$ cat config.mk
export PLATFORM = sky130hd
export DESIGN_NAME = dht11_responder
export DESIGN_NICKNAME = d
export VERILOG_FILES = /design/src/rtl/dht11_pkg.sv /design/src/rtl/dht11_us_timer.sv /design/src/rtl/dht11_responder.sv
export SDC_FILE = /design/constraint.sdc
export NUM_CORES = 1
export LEC_CHECK = 0
export CORE_MARGIN = 10
export CORE_UTILIZATION = 58
export DETAILED_ROUTE_END_ITERATION = 7
export PLACE_DENSITY = 0.79
export SETUP_SLACK_MARGIN = 0.1
export SYNTH_ARGS = -nofsm -noshare
export SYNTH_HDL_FRONTEND = slang
export SYNTH_SLANG_ARGS = --single-unit
$ cat constraint.sdc
create_clock -name CLK -period 6.5 [get_ports CLK]
set_clock_uncertainty 0.15 [all_clocks]
set_input_delay 1.3 -clock CLK [delete_from_list [all_inputs] [get_ports CLK]]
set_output_delay 1.3 -clock CLK [all_outputs]
set_load 0.05 [all_outputs]
$ cat src/rtl/dht11_pkg.sv
// Shared definitions for the DHT11 single-wire responder (sensor side).
// Holds the FSM state type, the fixed protocol phase lengths in microseconds,
// and the frame checksum helper.
package dht11_pkg;

   typedef enum logic [2:0] {
      IDLE,
      START_LOW,
      RESP_WAIT,
      RESP_LOW,
      RESP_HIGH,
      BIT_LOW,
      BIT_HIGH,
      END_LOW
   } dht_state_e;

   localparam int RESP_LOW_US  = 80;
   localparam int RESP_HIGH_US = 80;
   localparam int BIT_LOW_US   = 50;
   localparam int END_LOW_US   = 50;
   localparam int FRAME_BITS   = 40;

   // Microsecond counter width: wide enough for the start-pulse qualification
   // (tens of milliseconds); the counter saturates rather than wrapping.
   localparam int US_W = 16;

   // Checksum is the byte sum truncated to 8 bits.
   function automatic logic [7:0] frame_chk(input logic [7:0] a, input logic [7:0] b,
                                            input logic [7:0] c, input logic [7:0] d);
      return a + b + c + d;
   endfunction

endpackage

$ cat src/rtl/dht11_us_timer.sv
// Microsecond timebase: a prescaler counting 0..TICKS_PER_US-1 and a
// saturating microsecond counter. Both clear synchronously on 'clear'.
// Ports:
//   clk      - system clock
//   rst      - synchronous, active-high reset
//   clear    - restart the timebase from zero on the next cycle
//   us_tick  - high on the last prescaler cycle of each microsecond
//   us_count - completed microseconds since the last clear (saturating)
module dht11_us_timer
   import dht11_pkg::*;
#(
   parameter int TICKS_PER_US = 50
) (
   input  logic            clk,
   input  logic            rst,
   input  logic            clear,
   output logic            us_tick,
   output logic [US_W-1:0] us_count
);

   localparam int PRE_W = (TICKS_PER_US > 1) ? $clog2(TICKS_PER_US) : 1;
   localparam logic [PRE_W-1:0] PRE_LAST = PRE_W'(TICKS_PER_US - 1);

   logic [PRE_W-1:0] pre_q, pre_d;
   logic [US_W-1:0]  us_q, us_d;

   always_comb begin
      pre_d = pre_q;
      us_d  = us_q;
      if (clear) begin
         pre_d = '0;
         us_d  = '0;
      end else if (pre_q == PRE_LAST) begin
         pre_d = '0;
         if (us_q != '1) begin
            us_d = us_q + 1'b1;
         end
      end else begin
         pre_d = pre_q + 1'b1;
      end
   end

   always_ff @(posedge clk) begin
      if (rst) begin
         pre_q <= '0;
         us_q  <= '0;
      end else begin
         pre_q <= pre_d;
         us_q  <= us_d;
      end
   end

   assign us_tick  = (pre_q == PRE_LAST);
   assign us_count = us_q;

endmodule

$ cat src/rtl/dht11_responder.sv
// DHT11 sensor-side responder. Qualifies the host start pulse, then sends the
// response preamble and a 40-bit frame {HUM_INT, HUM_DEC, TEMP_INT, TEMP_DEC,
// CHK}, MSB first, through an external open-drain style tri-state buffer.
// Ports:
//   CLK, RST        - clock, synchronous active-high reset
//   ENABLE          - responder armed; low aborts to IDLE with the bus released
//   HUM_*, TEMP_*   - payload bytes, sampled only when a start is accepted
//   BUS_READ        - bus level from the tri-state (asynchronous)
//   BUS_DIR         - 1 = drive the bus, 0 = release
//   BUS_SEND        - level driven when BUS_DIR=1 (always 0)
//   BUSY            - high from start acceptance to frame end
//   DONE            - one-cycle pulse on frame completion
//
// state     | meaning
// ----------+-----------------------------------------------------------
// IDLE      | bus released, waiting for the host to pull low
// START_LOW | timing the host low pulse
// RESP_WAIT | released gap before the response
// RESP_LOW  | driving the 80 us response low
// RESP_HIGH | released 80 us response high
// BIT_LOW   | driving the 50 us low that precedes every data bit
// BIT_HIGH  | released; length encodes the current bit
// END_LOW   | driving the 50 us trailing low, then back to IDLE
module dht11_responder
   import dht11_pkg::*;
#(
   parameter int TICKS_PER_US  = 50,
   parameter int START_MIN_US  = 18000,
   parameter int RESP_DELAY_US = 30,
   parameter int BIT0_HIGH_US  = 27,
   parameter int BIT1_HIGH_US  = 70
) (
   input  logic       CLK,
   input  logic       RST,
   input  logic       ENABLE,
   input  logic [7:0] HUM_INT,
   input  logic [7:0] HUM_DEC,
   input  logic [7:0] TEMP_INT,
   input  logic [7:0] TEMP_DEC,
   input  logic       BUS_READ,
   output logic       BUS_DIR,
   output logic       BUS_SEND,
   output logic       BUSY,
   output logic       DONE
);

   dht_state_e state_q, state_d;
   logic [1:0]            sync_q, sync_d;
   logic [FRAME_BITS-1:0] frame_q, frame_d;
   logic [5:0]            idx_q, idx_d;
   logic                  done_q, done_d;

   logic            bus_s;
   logic            timer_clear;
   logic            us_tick;
   logic [US_W-1:0] us_count;
   logic [US_W-1:0] phase_us;
   logic            phase_end;

   assign sync_d = {sync_q[0], BUS_READ};
   assign bus_s  = sync_q[1];

   // Any state change restarts the timebase, so each phase of N us lasts
   // exactly N * TICKS_PER_US cycles.
   assign timer_clear = (state_d != state_q);

   dht11_us_timer #(
      .TICKS_PER_US(TICKS_PER_US)
   ) u_timer (
      .clk     (CLK),
      .rst     (RST),
      .clear   (timer_clear),
      .us_tick (us_tick),
      .us_count(us_count)
   );

   always_comb begin
      phase_us = '0;
      case (state_q)
         RESP_WAIT: phase_us = US_W'(RESP_DELAY_US);
         RESP_LOW:  phase_us = US_W'(RESP_LOW_US);
         RESP_HIGH: phase_us = US_W'(RESP_HIGH_US);
         BIT_LOW:   phase_us = US_W'(BIT_LOW_US);
         BIT_HIGH:  phase_us = frame_q[idx_q] ? US_W'(BIT1_HIGH_US) : US_W'(BIT0_HIGH_US);
         END_LOW:   phase_us = US_W'(END_LOW_US);
         default:   phase_us = '0;
      endcase
   end

   // Last cycle of the current timed phase.
   assign phase_end = us_tick && (us_count == phase_us - 1'b1);

   always_comb begin
      state_d = state_q;
      frame_d = frame_q;
      idx_d   = idx_q;
      done_d  = 1'b0;
      if (!ENABLE) begin
         state_d = IDLE;
      end else begin
         case (state_q)
            IDLE: begin
               if (!bus_s) state_d = START_LOW;
            end
            START_LOW: begin
               if (bus_s) begin
                  if (us_count >= US_W'(START_MIN_US)) begin
                     frame_d = {HUM_INT, HUM_DEC, TEMP_INT, TEMP_DEC,
                                frame_chk(HUM_INT, HUM_DEC, TEMP_INT, TEMP_DEC)};
                     state_d = RESP_WAIT;
                  end else begin
                     state_d = IDLE;
                  end
               end
            end
            RESP_WAIT: begin
               if (phase_end) state_d = RESP_LOW;
            end
            RESP_LOW: begin
               if (phase_end) state_d = RESP_HIGH;
            end
            RESP_HIGH: begin
               if (phase_end) begin
                  state_d = BIT_LOW;
                  idx_d   = 6'(FRAME_BITS - 1);
               end
            end
            BIT_LOW: begin
               if (phase_end) state_d = BIT_HIGH;
            end
            BIT_HIGH: begin
               if (phase_end) begin
                  if (idx_q != '0) begin
                     idx_d   = idx_q - 1'b1;
                     state_d = BIT_LOW;
                  end else begin
                     state_d = END_LOW;
                  end
               end
            end
            END_LOW: begin
               if (phase_end) begin
                  state_d = IDLE;
                  done_d  = 1'b1;
               end
            end
            default: state_d = IDLE;
         endcase
      end
   end

   // The synchronizer resets to the idle (high) bus level so a reset never
   // looks like the leading edge of a start pulse.
   always_ff @(posedge CLK) begin
      if (RST) begin
         state_q <= IDLE;
         sync_q  <= 2'b11;
         frame_q <= '0;
         idx_q   <= '0;
         done_q  <= 1'b0;
      end else begin
         state_q <= state_d;
         sync_q  <= sync_d;
         frame_q <= frame_d;
         idx_q   <= idx_d;
         done_q  <= done_d;
      end
   end

   // Decoded straight from the state register so a reset or abort releases
   // the bus on the very next edge.
   assign BUS_DIR  = (state_q == RESP_LOW) || (state_q == BIT_LOW) || (state_q == END_LOW);
   assign BUS_SEND = 1'b0;
   assign BUSY     = !((state_q == IDLE) || (state_q == START_LOW));
   assign DONE     = done_q;

endmodule

== Word-level counts from Yosys, hierarchy flattened ==
Cells that the tools add are included.

* Add/subtract/negate cells: 7
* $lt $le $gt $ge: 2
* Equality and inequality tests: 14
* Muxes and demuxes: 21
* Bitwise gates (word level): 2
* Reductions and logical operators: 16

{| class="wikitable"
|+ Operators by type and width
! kind !! count
|-
| $pmux W7 S4 || 1
|-
| $mux W3 || 9
|-
| $add A8 B8 Y8 || 3
|-
| $pmux W3 S8 || 1
|-
| $mux W6 || 3
|-
| $add A16 B1 Y16 const B || 1
|-
| $eq A16 B16 Y1 || 1
|-
| $ge A16 B15 Y1 const B || 1
|-
| $ne A16 B16 Y1 const B || 1
|-
| $sub A16 B1 Y16 const B || 1
|-
| $eq A3 B3 Y1 const B || 4
|-
| $pmux W6 S2 || 1
|-
| $lt A6 B7 Y1 const B || 1
|-
| $mux W7 || 1
|-
| $add A6 B1 Y6 const B || 1
|-
| $bmux W1 S6 || 1
|-
| $eq A3 B2 Y1 const B || 2
|-
| $eq A6 B6 Y1 const B || 1
|-
| $ne A2 B2 Y1 const B || 3
|-
| $reduce_bool A6 Y1 || 1
|-
| $reduce_or A2 Y1 || 3
|-
| $reduce_or A3 Y1 || 2
|-
| $sub A6 B1 Y6 const B || 1
|-
| $reduce_and A5 Y1 || 1
|-
| other kinds (12) || 17
|}

* Flip-flop bits (word level): 74
* Logic and storage cells: 69

== Logic depth before layout (Yosys ltp) ==
* Word-level depth: 12
* Mapped depth: 20

== Modules after synthesis ==
Synthesis repeated with hierarchy kept, for this count alone.

* Cell total of the unflattened synthesis: 531
* Area total of the unflattened synthesis: 4421.7 um^2

{| class="wikitable"
|+ Modules (own cells, without submodules)
! module !! instances !! cells an instance !! area an instance (um^2) !! seq. area each (um^2)
|-
| dht11_responder || 1 || 406 || 3326.9 || 1041.0
|-
| dht11_us_timer || 1 || 125 || 1094.8 || 440.4
|}

== Worst setup path before layout ==
OpenSTA, ideal clock, no wires.

* Path kind: reg2reg
* From: reg idx_q[0]
* To: reg u_timer.pre_q[3]
* Library setup time: 130 ps
* Arrival: 4279 ps
* Data required time: 6220 ps
* Setup slack: 1941 ps
* Cell stages (with the launch flop): 19
* Clock period less this slack: 4559 ps
* Cells stage by stage: dfxtp_1 mux4_2 o211a_1 a41oi_2 o2111ai_2 or2_2 ha_1 and2_1 clkbuf_1 ha_1 xnor2_1 nor3_1 nand3_1 nor4_1 a41oi_1 a211oi_4 a2bb2oi_4 buf_6 nor3_1

* Word-level cells in the longest chain between the ends: 12
* Elaborated cells between the ends (all ways): 19

{| class="wikitable"
|+ Ends and longest elaborated chain
! what !! RTL line !! RTL
|-
| from (decl) || dht11_responder.sv:50 || <nowiki>logic [5:0] idx_q, idx_d;</nowiki>
|-
| from (signal assigned) || dht11_responder.sv:165 || <nowiki>idx_q <= idx_d;</nowiki>
|-
| $bmux W1 S6 || dht11_responder.sv:84 || <nowiki>BIT_HIGH: phase_us = frame_q[idx_q] ? US_W'(BIT1_HIGH_US) : US_W'(BIT0_HIGH_US);</nowiki>
|-
| $mux W1 (implied by the code) || dht11_responder.sv:84 ||
|-
| $mux W7 || dht11_responder.sv:84 ||
|-
| $pmux W7 S4 || dht11_responder.sv:79 || <nowiki>case (state_q)</nowiki>
|-
| $sub A16 B1 Y16 || dht11_responder.sv:91 || <nowiki>assign phase_end = us_tick && (us_count == phase_us - 1'b1);</nowiki>
|-
| $eq A16 B16 Y1 || dht11_responder.sv:91 ||
|-
| $logic_and A1 B1 Y1 || dht11_responder.sv:91 ||
|-
| $mux W3, or another cell as far along || dht11_responder.sv:142 || <nowiki>if (phase_end) begin</nowiki>
|-
| $pmux W3 S8 * || dht11_responder.sv:101 || <nowiki>case (state_q)</nowiki>
|-
| $mux W3 * || dht11_responder.sv:98 || <nowiki>if (!ENABLE) begin</nowiki>
|-
| $ne A3 B3 Y1 * || dht11_responder.sv:65 || <nowiki>assign timer_clear = (state_d != state_q);</nowiki>
|-
| $reduce_or A3 Y1 (no source line) * || -- ||
|-
| to (signal assigned) || dht11_us_timer.sv:48 || <nowiki>pre_q <= pre_d;</nowiki>
|-
| to (decl) || dht11_us_timer.sv:24 || <nowiki>logic [PRE_W-1:0] pre_q, pre_d;</nowiki>
|}

Mark *: on every way between the ends. The rest lies on a longest branch, timed or not. The select of a mux whose other input is x is not followed.
A chain may end at the register's enable or synchronous reset.

== Worst setup path in the final report ==
* From: reg idx_q[0]
* To: reg u_timer.us_q[2] (netlist: u_timer.us_count[2])

* Word-level cells in the longest chain between the ends: 12
* Elaborated cells between the ends (all ways): 19

{| class="wikitable"
|+ Ends and longest elaborated chain
! what !! RTL line !! RTL
|-
| $bmux W1 S6 || dht11_responder.sv:84 ||
|-
| $mux W1 (implied by the code) || dht11_responder.sv:84 ||
|-
| $mux W7 || dht11_responder.sv:84 ||
|-
| $pmux W7 S4 || dht11_responder.sv:79 ||
|-
| $sub A16 B1 Y16 || dht11_responder.sv:91 ||
|-
| $eq A16 B16 Y1 || dht11_responder.sv:91 ||
|-
| $logic_and A1 B1 Y1 || dht11_responder.sv:91 ||
|-
| $mux W3, or another cell as far along || dht11_responder.sv:142 ||
|-
| $pmux W3 S8 * || dht11_responder.sv:101 ||
|-
| $mux W3 * || dht11_responder.sv:98 ||
|-
| $ne A3 B3 Y1 * || dht11_responder.sv:65 ||
|-
| $reduce_or A2 Y1 (no source line) * || -- ||
|-
| to (signal assigned) || dht11_us_timer.sv:49 || <nowiki>us_q <= us_d;</nowiki>
|-
| to (decl) || dht11_us_timer.sv:25 || <nowiki>logic [US_W-1:0] us_q, us_d;</nowiki>
|}

Marked as above.

==> flow_summary.ini <==
[outcome]
status = finished clean

[clock_network]
post_cts_buffers = 0
root_buffer = clkbuf_8
clk_pin_slew_worst_paths_ns = 0.08
cts-resized-gates = 0
cts_buffer_depth = 2
cts_buffers = 9
numClockSinks = 74
h-tree-depth = 3
ctsHoldBuffers = 0
tritoncts = yes
clk_latency_ns = 0.35

[drt]
vias_per_cell = 6.020
routed_wl_um = 10720
drtAntennaViolNets = 0
drc = 0
dr.pass1.iters = 5
routedWlPerCell_um = 16.32
drt_iter0_markers = 259
vias = 3955

[placed_design]
routabilityCongestion = 0.9204
place_hpwl_um = 7957
post-place-ws_ns = 1.192
io_buffers = 38
dpl_cell_area_um2 = 4815

[floorplan]
die_w_um = 107.5
die_y_um = 107.5
die_area_um2 = 11560
num_rows = 31
num_io_pins = 40
start_util_pct = 60.31
core_um2 = 7370

[layout]
drive_gt1_share_pct = 6.272
layout_common_cells = 92 x nand2_1, 74 x dfxtp_1, 51 x a21oi_1
area_growth_pct = 12.64
layout_commonest_cell = nand2_1
fin_nets = 618
fillers = 603
finish.utilization_pct = 67.93
insertedDiodeCount = 0
fin_area_um2 = 5006

[timing]
setup_ws_ns = 1.066
slew_headroom_pct = 28.22
fin_tns_setup_ns = 0
period_share_pct = 83.60
worst_pin_slew_ns = 1.070
hold_violations = 0
setup_viol = 0
slew_violations = 0
max_clock_freq_ghz = 0.1840
rsz0062_at_grt = no
fin_crit_ns = 5.434

[synth]
yosysWarnings = 0
synth_edf_count = 0
async_flop_share_pct = 0
ys_seq_elements = 74
ys.flop_type = dfxtp_1
synthCells = 537
ys_seq_area_share_pct = 33.33
syn_nets = 601
syn_avg_cell_area_um2 = 8.276
synth_cell_types = 56
synth_area_um2 = 4444

[critical_path]
cpMaxStageDelayCell = dfxtp_1
cp_cell_sequence = mux4_2 > o211a_1 > a41oi_2 > o2111ai_2 > or2_2 > ha_1 > and2_1 > ha_1 > xnor2_1 > nor3_1 > nand3_1 > nor4_1 > a31oi_1 > a211oi_4 > a2bb2oi_4 > nor3_1
crit_path_end_kind = register
critPathLaunchType = register
required_ns = 6.56
cp_data_arrival_time_ns = 5.50
max_stage_delay_ns = 0.65
path_class = register to register
cp_max_fo = 18

[global_route]
grt_use_met1_pct = 22.15
grt_use_met3_pct = 4.970
grt_pass1_vias = 3844
grt_usage_pct = 19.12
antenna_found_initial = 0
top_usage_layer = met2
grt_max_degree = 53
grt_overflow_total = 0
grt_pass1_wl_um = 18130
grt_util_met2_pct = 31.57

[pwr]
p_per_area_nw_per_um2 = 191.6
report.power.total_uw = 959.1
clockPowerShare_pct = 36.9
internal_power_uw = 706.2
pwr-share-comb_pct = 15.4
p_switching_uw = 252.9
vdd_ir_drop_max_uv = 131.6
static-leakage-power_uw = 0.001693
seq_power_share_pct = 47.7
switching_share_pct = 26.37

[hold_path]
min-delay-path-class = register to register

[job]
maxCapViolCount = 0
## through the flow
stage | instances | hold slack (ns)
after floorplan | 537 | 0.2395
after global placement | 642 | 0.2435
after detailed placement | 642 | 0.2458
after CTS | 657 | 0.2602
after global routing | 657 | 0.2862
final | 657 | 0.2579
## registers in the layout, summed over array words and instances (netlist names)
| signal | count |
|---|---|
| frame_q | 40 |
| u_timer.us_count | 16 |
| DONE | 1 |
| sync_q | 2 |
| u_timer.pre_q | 6 |
| idx_q | 6 |
| state_q | 3 |
## worst max-delay path: cells and delay by family, from the launching register on
family	cells	cell delay, ns
AOI/OAI and AO/OA	6	1.84
xor gates and xnor gates	1	0.12
adders and majority gates	2	0.53
DFF	1	0.65
muxes	1	0.57
and+or+nand+nor	6	1.43
## worst paths after layout
kind / startpoint / to / slack (ns) / cells after the start
setup / recovery: idx_q[0]$_SDFFE_PP0P_ / u_timer.us_count[2]$_SDFFE_PP0P_ / 1.07 / 16
setup reg to reg: idx_q[0]$_SDFFE_PP0P_ / u_timer.us_count[2]$_SDFFE_PP0P_ / 1.07 / 16
hold reg to reg: sync_q[0]$_SDFF_PP1_ / sync_q[1]$_SDFF_PP1_ / 0.26 / 1
hold / removal: sync_q[0]$_SDFF_PP1_ / sync_q[1]$_SDFF_PP1_ / 0.26 / 1
## metal layers
layer | part of all wire (%) | routed length, um
met5 | 0 | 0
met2 | 49 | 5231
met4 | 3.2 | 340
met1 | 41 | 4343
met3 | 7.5 | 807
## cells by family after synthesis
kind of cell | share of synthesized area, %
flip-flops | 33.33
buffers and inverters | 4.983
AO/OA/AOI/OAI | 14.95
AND/OR/NAND/NOR | 23.99
other | 0.08438
multiplexers | 5.321
adder cells (fa/ha/maj) | 10.25
XOR/XNOR | 7.095
## synthesized netlist by cell type (2+ instances only)
cell type | number | area share [%]
mux2i_1 | 12 | 2.7
a31o_2 | 2 | 0.39
a22oi_1 | 2 | 0.34
or4_1 | 4 | 0.68
nor2_1 | 35 | 3.0
a211oi_1 | 5 | 0.84
nor2b_1 | 8 | 1.1
a21oi_1 | 51 | 5.7
inv_1 | 21 | 1.8
a21o_1 | 4 | 0.68
ha_1 | 14 | 3.9
fa_1 | 14 | 6.3
or3_1 | 6 | 0.84
a211o_1 | 2 | 0.39
nand2_1 | 92 | 7.8
o31ai_1 | 2 | 0.34
xnor2_1 | 27 | 5.3
xor2_1 | 9 | 1.8
a31oi_1 | 6 | 0.84
a41oi_1 | 2 | 0.39
and3_1 | 4 | 0.56
nand2b_1 | 4 | 0.56
buf_2 | 3 | 0.34
o211a_1 | 2 | 0.45
dfxtp_1 | 74 | 33
nand3_1 | 18 | 2.0
nor3_1 | 31 | 3.5
and2_1 | 4 | 0.56
nand4_1 | 6 | 0.84
o41ai_1 | 2 | 0.39
nor4_1 | 7 | 0.99
or2_2 | 4 | 0.56
o21ai_0 | 8 | 0.90
mux4_2 | 4 | 2.0
clkbuf_1 | 27 | 2.3
## layout make-up
cell class	instances	area (um2)	share of cell area, %
sequential	74	1481	29.59
inverter	22	82.58	1.650
tap	99	123.9	2.474
clock inverter	6	67.56	1.350
timing repair buffer	39	382.9	7.648
multi-input combinational	408	2744	54.81
clock buffer	9	123.9	2.474
## power by group through the flow
stage	clock, uW	sequential (uW)	combinational (uW)
6_report	354	458	148
5_1_grt	382	458	166
4_1_cts	362	458	149
3_5_place_dp	0	468	148
3_3_place_gp	0	468	143
2_1_floorplan	0	467	99.1
No activity file was read; power rests on OpenSTA's default activity.
